[src/rtl/sdp_ram_ctrl.sv]
// sdp_ram_ctrl: controller and arbiter for one byte-write, write-first simple-dual-port BRAM.
//   After reset, and on clear_req, it sweeps the whole array to INIT_VALUE.
//   In RUN it shares write port B between two valid/ready write requesters.
//   Requester 0 has fixed priority, limited by an anti-starvation streak guard.
//   It also serves one read requester on port A with a fixed 1-cycle latency.
// Ports:
//   clk, rst             clock, asynchronous active-high reset
//   clear_req            restart the clear sweep (honoured only in RUN)
//   init_done            array usable (RUN state)
//   w0_* / w1_*          write requesters (valid/ready, addr, column strobes, data)
//   rd_req/rd_addr       read request; rd_ready accepts, rd_rvalid/rd_data one cycle later
//   ram_*                RAM macro interface (shared enable, port A read, port B byte write)
module sdp_ram_ctrl #(
    parameter int unsigned NUM_COL    = 4,
    parameter int unsigned COL_WIDTH  = 8,
    parameter int unsigned ADDR_WIDTH = 10,
    parameter logic [NUM_COL*COL_WIDTH-1:0] INIT_VALUE = '0,
    parameter int unsigned MAX_STREAK = 4
) (
    input  logic                            clk,
    input  logic                            rst,
    input  logic                            clear_req,
    output logic                            init_done,
    input  logic                            w0_valid,
    output logic                            w0_ready,
    input  logic [ADDR_WIDTH-1:0]           w0_addr,
    input  logic [NUM_COL-1:0]              w0_strb,
    input  logic [NUM_COL*COL_WIDTH-1:0]    w0_data,
    input  logic                            w1_valid,
    output logic                            w1_ready,
    input  logic [ADDR_WIDTH-1:0]           w1_addr,
    input  logic [NUM_COL-1:0]              w1_strb,
    input  logic [NUM_COL*COL_WIDTH-1:0]    w1_data,
    input  logic                            rd_req,
    input  logic [ADDR_WIDTH-1:0]           rd_addr,
    output logic                            rd_ready,
    output logic                            rd_rvalid,
    output logic [NUM_COL*COL_WIDTH-1:0]    rd_data,
    output logic                            ram_en,
    output logic [ADDR_WIDTH-1:0]           ram_addrA,
    input  logic [NUM_COL*COL_WIDTH-1:0]    ram_doutA,
    output logic [NUM_COL-1:0]              ram_wen,
    output logic [ADDR_WIDTH-1:0]           ram_addrB,
    output logic [NUM_COL*COL_WIDTH-1:0]    ram_dinB
);

    localparam int unsigned DATA_W   = NUM_COL * COL_WIDTH;
    localparam int unsigned STREAK_W = 4;
    localparam logic [ADDR_WIDTH-1:0] LAST_ADDR = {ADDR_WIDTH{1'b1}};
    localparam logic [STREAK_W-1:0]   STREAK_MAX = STREAK_W'(MAX_STREAK);

    typedef enum logic {
        ST_INIT = 1'b0,
        ST_RUN  = 1'b1
    } state_t;

    state_t                r_state;
    logic [ADDR_WIDTH-1:0] r_cnt;
    logic [STREAK_W-1:0]   r_streak;
    logic                  r_rvalid;

    logic w_run;
    logic w_grant0;
    logic w_grant1;
    logic w_rd_acc;

    // Arbitration: port 0 wins unless port 1 is waiting and the streak is exhausted
    assign w_run    = (r_state == ST_RUN);
    assign w_grant0 = w_run & w0_valid & (~w1_valid | (r_streak < STREAK_MAX));
    assign w_grant1 = w_run & w1_valid & ~w_grant0;
    assign w_rd_acc = w_run & rd_req;

    assign init_done = w_run;
    assign rd_ready  = w_run;
    assign w0_ready  = w_grant0;
    assign w1_ready  = w_grant1;
    assign rd_rvalid = r_rvalid;
    assign rd_data   = ram_doutA;
    assign ram_addrA = rd_addr;
    assign ram_en    = ~w_run | w_rd_acc | w_grant0 | w_grant1;

    // Port B mux: sweep writes in INIT, arbitration winner in RUN
    always_comb begin
        ram_wen   = '0;
        ram_addrB = '0;
        ram_dinB  = '0;
        if (!w_run) begin
            ram_wen   = '1;
            ram_addrB = r_cnt;
            ram_dinB  = DATA_W'(INIT_VALUE);
        end else if (w_grant0) begin
            ram_wen   = w0_strb;
            ram_addrB = w0_addr;
            ram_dinB  = w0_data;
        end else if (w_grant1) begin
            ram_wen   = w1_strb;
            ram_addrB = w1_addr;
            ram_dinB  = w1_data;
        end
    end

    // State machine, sweep counter, streak counter and read-valid pipeline
    always_ff @(posedge clk or posedge rst) begin
        if (rst) begin
            r_state  <= ST_INIT;
            r_cnt    <= '0;
            r_streak <= '0;
            r_rvalid <= 1'b0;
        end else begin
            case (r_state)
                ST_INIT: begin
                    r_rvalid <= 1'b0;
                    if (r_cnt == LAST_ADDR) begin
                        r_cnt   <= '0;
                        r_state <= ST_RUN;
                    end else begin
                        r_cnt <= r_cnt + ADDR_WIDTH'(1);
                    end
                end
                ST_RUN: begin
                    // A read accepted in the clear_req cycle still returns its data
                    r_rvalid <= w_rd_acc;
                    if (clear_req) begin
                        r_state  <= ST_INIT;
                        r_cnt    <= '0;
                        r_streak <= '0;
                    end else if (w_grant1 || !w1_valid) begin
                        r_streak <= '0;
                    end else if (w_grant0 && (r_streak < STREAK_MAX)) begin
                        r_streak <= r_streak + STREAK_W'(1);
                    end
                end
                default: r_state <= ST_INIT;
            endcase
        end
    end

endmodule

[config.mk]
export PLATFORM = sky130hd
export DESIGN_NAME = sdp_ram_ctrl
export DESIGN_NICKNAME = d
export VERILOG_FILES = /design/src/rtl/sdp_ram_ctrl.sv
export SDC_FILE = /design/constraint.sdc
export NUM_CORES = 1
export LEC_CHECK = 0
export ABC_AREA = 1
export CORE_MARGIN = 2
export CORE_UTILIZATION = 24
export CTS_CLUSTER_SIZE = 14
export DETAILED_ROUTE_END_ITERATION = 8
export GPL_TIMING_DRIVEN = 0
export PLACE_DENSITY_LB_ADDON = 0.05
export SLEW_MARGIN = 20
export SYNTH_ARGS = -nofsm -noshare
export SYNTH_HDL_FRONTEND = slang
export SYNTH_SLANG_ARGS = --single-unit
[constraint.sdc]
create_clock -name clk -period 1.22 [get_ports clk]
set_input_delay 0.122 -clock clk [delete_from_list [all_inputs] [get_ports clk]]
set_output_delay 0.122 -clock clk [all_outputs]
set_load 0.01 [all_outputs]
==> impl_metrics.tcl <==
set metrics [dict create \
    synth_area_um2 1880 \
    min_period_ns 1.82 \
    seq_area_um2 404 \
    synth_area_leaders "nand2_1, dfrtp_1, buf_4" \
    clock-root-buffer "clkbuf_8" \
    hold_class "in2async" \
    crit_type "reg2out" \
    status "complete, but fails checks" \
    dp_hpwl_um 7620 \
    p_seq_share_pct 27.9 \
    holdWs_ns 0.240 \
    p_per_area_nw_per_um2 737 \
    grtUsageTotal_pct 21.5 \
    ys_types 27 \
    ys_ff_latch 16 \
    clkTransAtPathRegs_ns 0.06 \
    grt_max_degree 17 \
    crit_required_ns 1.10 \
    first_iter_violations 113 \
    finalSetupViolCount 55 \
    cp_max_fo 6 \
    grt_pass1_wl_um 14400 \
    gp_congestion 0.873 \
    switching_power_mw 1.30 \
    ff2ff_path_depth 13 \
    drive_gt1_share_pct 38.9 \
    timing.final.ws_setup_ns -0.596 \
    synth_top_area_share_pct 32.7 \
    rows 32 \
    cp_slowest_cell "dfrtp_1" \
    dr.pass1.iters 4 \
    clock_power_share_pct 14.6 \
    n_fill_cell 719 \
    power_frac_comb_pct 57.5 \
    cts_sinks 16 \
    die_area_um2 8570 \
    p_int_mw 2.01 \
    synth_top_area_cell "nand2_1" \
    worst_slew_pin_slew_ns 0.627 \
    hold_viol 0 \
    syn2layout_area_growth_pct 139 \
    nets 693 \
    cap_violations 0 \
    place_area_um2 3930 \
    syn-num-nets 458 \
    period_share_pct 149 \
    wirelength_um 10000 \
    port_buffers 191 \
    antenna_found_initial 0 \
    p_sw_share_pct 39.2 \
    endpoint_kind "primary output" \
    critPathLaunchType "register" \
    maxSlewViolCount 0 \
    async_flop_share_pct 100 \
    avgSynthCellArea_um2 5.96 \
    p_leak_nw 2.22 \
    r2r-start "r_streak[3]$_DFFE_PP0P_" \
    initial_core_util_pct 24.6 \
    cts_tree "yes" \
    grt_pass1_vias 2573 \
    synth_cells 316 \
    htree_levels 1 \
    dieWidth_um 92.6 \
    vias 2795 \
    path_cells "buf_4 > nor2_2 > nand2_1 > nand2_2 > inv_4 > buf_8 > buf_4 > nand2_1 > o211ai_1 > buf_2" \
    ios 234 \
    cts_inserted_buffers 3 \
    synth_commonest_cells "nand2_1, buf_4, inv_1, dfrtp_1, nand3_1" \
    fp.dieH_um 92.6 \
    multi_input_area_um2 1200 \
    r2r_slack_ns -0.38 \
    diodes 0 \
    slew_headroom_pct 58.2 \
    yosysWarnings 0 \
    viasPerCell 4.29 \
    ys.flop_type "dfrtp_1" \
    rsz0062_at_grt "true" \
    cts_hold_buf 0 \
    violations "setup timing" \
    synth_edf_count 0 \
    max-vdd-ir-drop_mv 1.08 \
    fin_skew_ns 0.000922 \
    ant_nets 0 \
    clock_latency_ns 0.26 \
    ys_seq_area_share_pct 21.3 \
    cpPeakStageDelay_ns 0.40 \
    core_um2 7650 \
    grt_remaining_overflow 0 \
    synth_most_common_cell "nand2_1" \
    cts_buffer_depth 2 \
    fmax_mhz 551 \
    routedWlPerCell_um 15.4 \
    worst_ep_arrival_time_ns 1.69 \
    design_area_um2 4490 \
    drc 0 \
    reg2reg_to "r_streak[0]$_DFFE_PP0P_" \
]
-- worst max path at each step --
| stage | startpoint | to |
|---|---|---|
| global route | r_streak[3]$_DFFE_PP0P_ | ram_addrB[5] |
| CTS | r_streak[2]$_DFFE_PP0P_ | ram_addrB[2] |
| global placement | w1_valid | ram_dinB[26] |
| finish | r_streak[3]$_DFFE_PP0P_ | ram_addrB[3] |
| detailed placement | w1_valid | ram_dinB[22] |
| floorplan | r_cnt[0]$_DFFE_PP0P_ | r_cnt[9]$_DFFE_PP0P_ |
-- per-stage QoR --
stage	setup WS, ns	setup TNS [ns]	instances	power (mW)	utilization (%)
after floorplan	-0.0469	-0.0948	316	1.63	-
after detailed placement	-0.870	-40.60	609	2.58	51.4
after global placement	-0.867	-40.17	609	2.56	51.4
after global routing	-0.702	-31.76	652	3.54	58.7
final	-0.596	-26.96	652	3.31	58.7
after CTS	-0.606	-26.25	644	3.09	55.4
-- state kept, by name, indices dropped and copies added (netlist names) --
name       count
r_cnt         10
init_done      1
r_streak       4
rd_rvalid      1
-- placed cells by master (no fill, tap or decap), types with 2 or more instances in the layout --
master / synthesis / final
clkdlybuf4s50_1: 0 / 138
nand2_1: 164 / 134
buf_4: 46 / 67
buf_2: 4 / 36
buf_6: 5 / 31
nand2_2: 3 / 30
inv_1: 17 / 14
dfrtp_1: 16 / 13
nand3_1: 16 / 9
o211ai_1: 7 / 7
buf_8: 0 / 6
nand3_2: 1 / 6
nor2_1: 10 / 5
nor2_4: 1 / 4
a21oi_2: 0 / 4
o21ai_2: 2 / 4
clkbuf_8: 0 / 4
nor2_2: 1 / 3
nand2_4: 0 / 3
clkbuf_16: 0 / 3
dfrtp_2: 0 / 3
nand3_4: 0 / 2
inv_2: 1 / 2
inv_4: 0 / 2
o21ai_1: 1 / 2
dlygate4sd2_1: 0 / 2
-- repair_timing --
| item | 4_1_cts | 5_1_grt |
|---|---|---|
| gates cloned | 4 | 3 |
| endpoints found under the setup margin | 62 | 65 |
| resized for setup | 260 | 64 |
| setup buffers | 27 | 11 |
| pin swaps | 9 | 15 |
-- worst max-delay path: cells and delay by family (launching register included) --
kind	cells	cell delay, ns
simple gates	4	0.31
buf+inv	5	0.64
flops	1	0.40
compound gates	1	0.08
-- power groups by stage --
| stage | clock network (mW) | logic [mW] | registers [mW] |
|---|---|---|---|
| final | 0.484 | 1.90 | 0.923 |
| after floorplan | 0 | 0.791 | 0.841 |
| after CTS | 0.492 | 1.72 | 0.880 |
| after detailed placement | 0 | 1.69 | 0.891 |
| after global placement | 0 | 1.68 | 0.887 |
| after global routing | 0.522 | 2.08 | 0.944 |
-- final cells by class --
cell class                      instances  area share [%]
Inverter                               19            1.70
Tap cell                              102            2.84
Multi-Input combinational cell        226            26.8
Buffer                                 53            9.97
Sequential cell                        16            9.00
Clock buffer                            4            1.23
Timing Repair Buffer                  232            48.5
-- per-layer routing --
metal	vias to the layer above	part of all wire [%]	global-route usage, %
met3	19	5.7	3.01
met4	0	2.6	5.35
li1	1410	-	-
met5	-	0	0
met2	110	52	38.6
met1	1256	39	27.1
-- cells by family (layout without fill, tap and decap cells) --
| kind of cell | count (synthesis) | count (layout) | synth area share, % |
|---|---|---|---|
| DFF | 16 | 16 | 21.3 |
| and+or+nand+nor | 199 | 199 | 42.3 |
| AOI/OAI and AO/OA | 23 | 23 | 7.91 |
| adders and majority gates | 2 | 2 | 1.33 |
| buffers and inverters | 74 | 308 | 26.2 |
| muxes | 1 | 1 | 0.532 |
| xor gates and xnor gates | 1 | 1 | 0.466 |
Power figures use the tool's default switching activity.
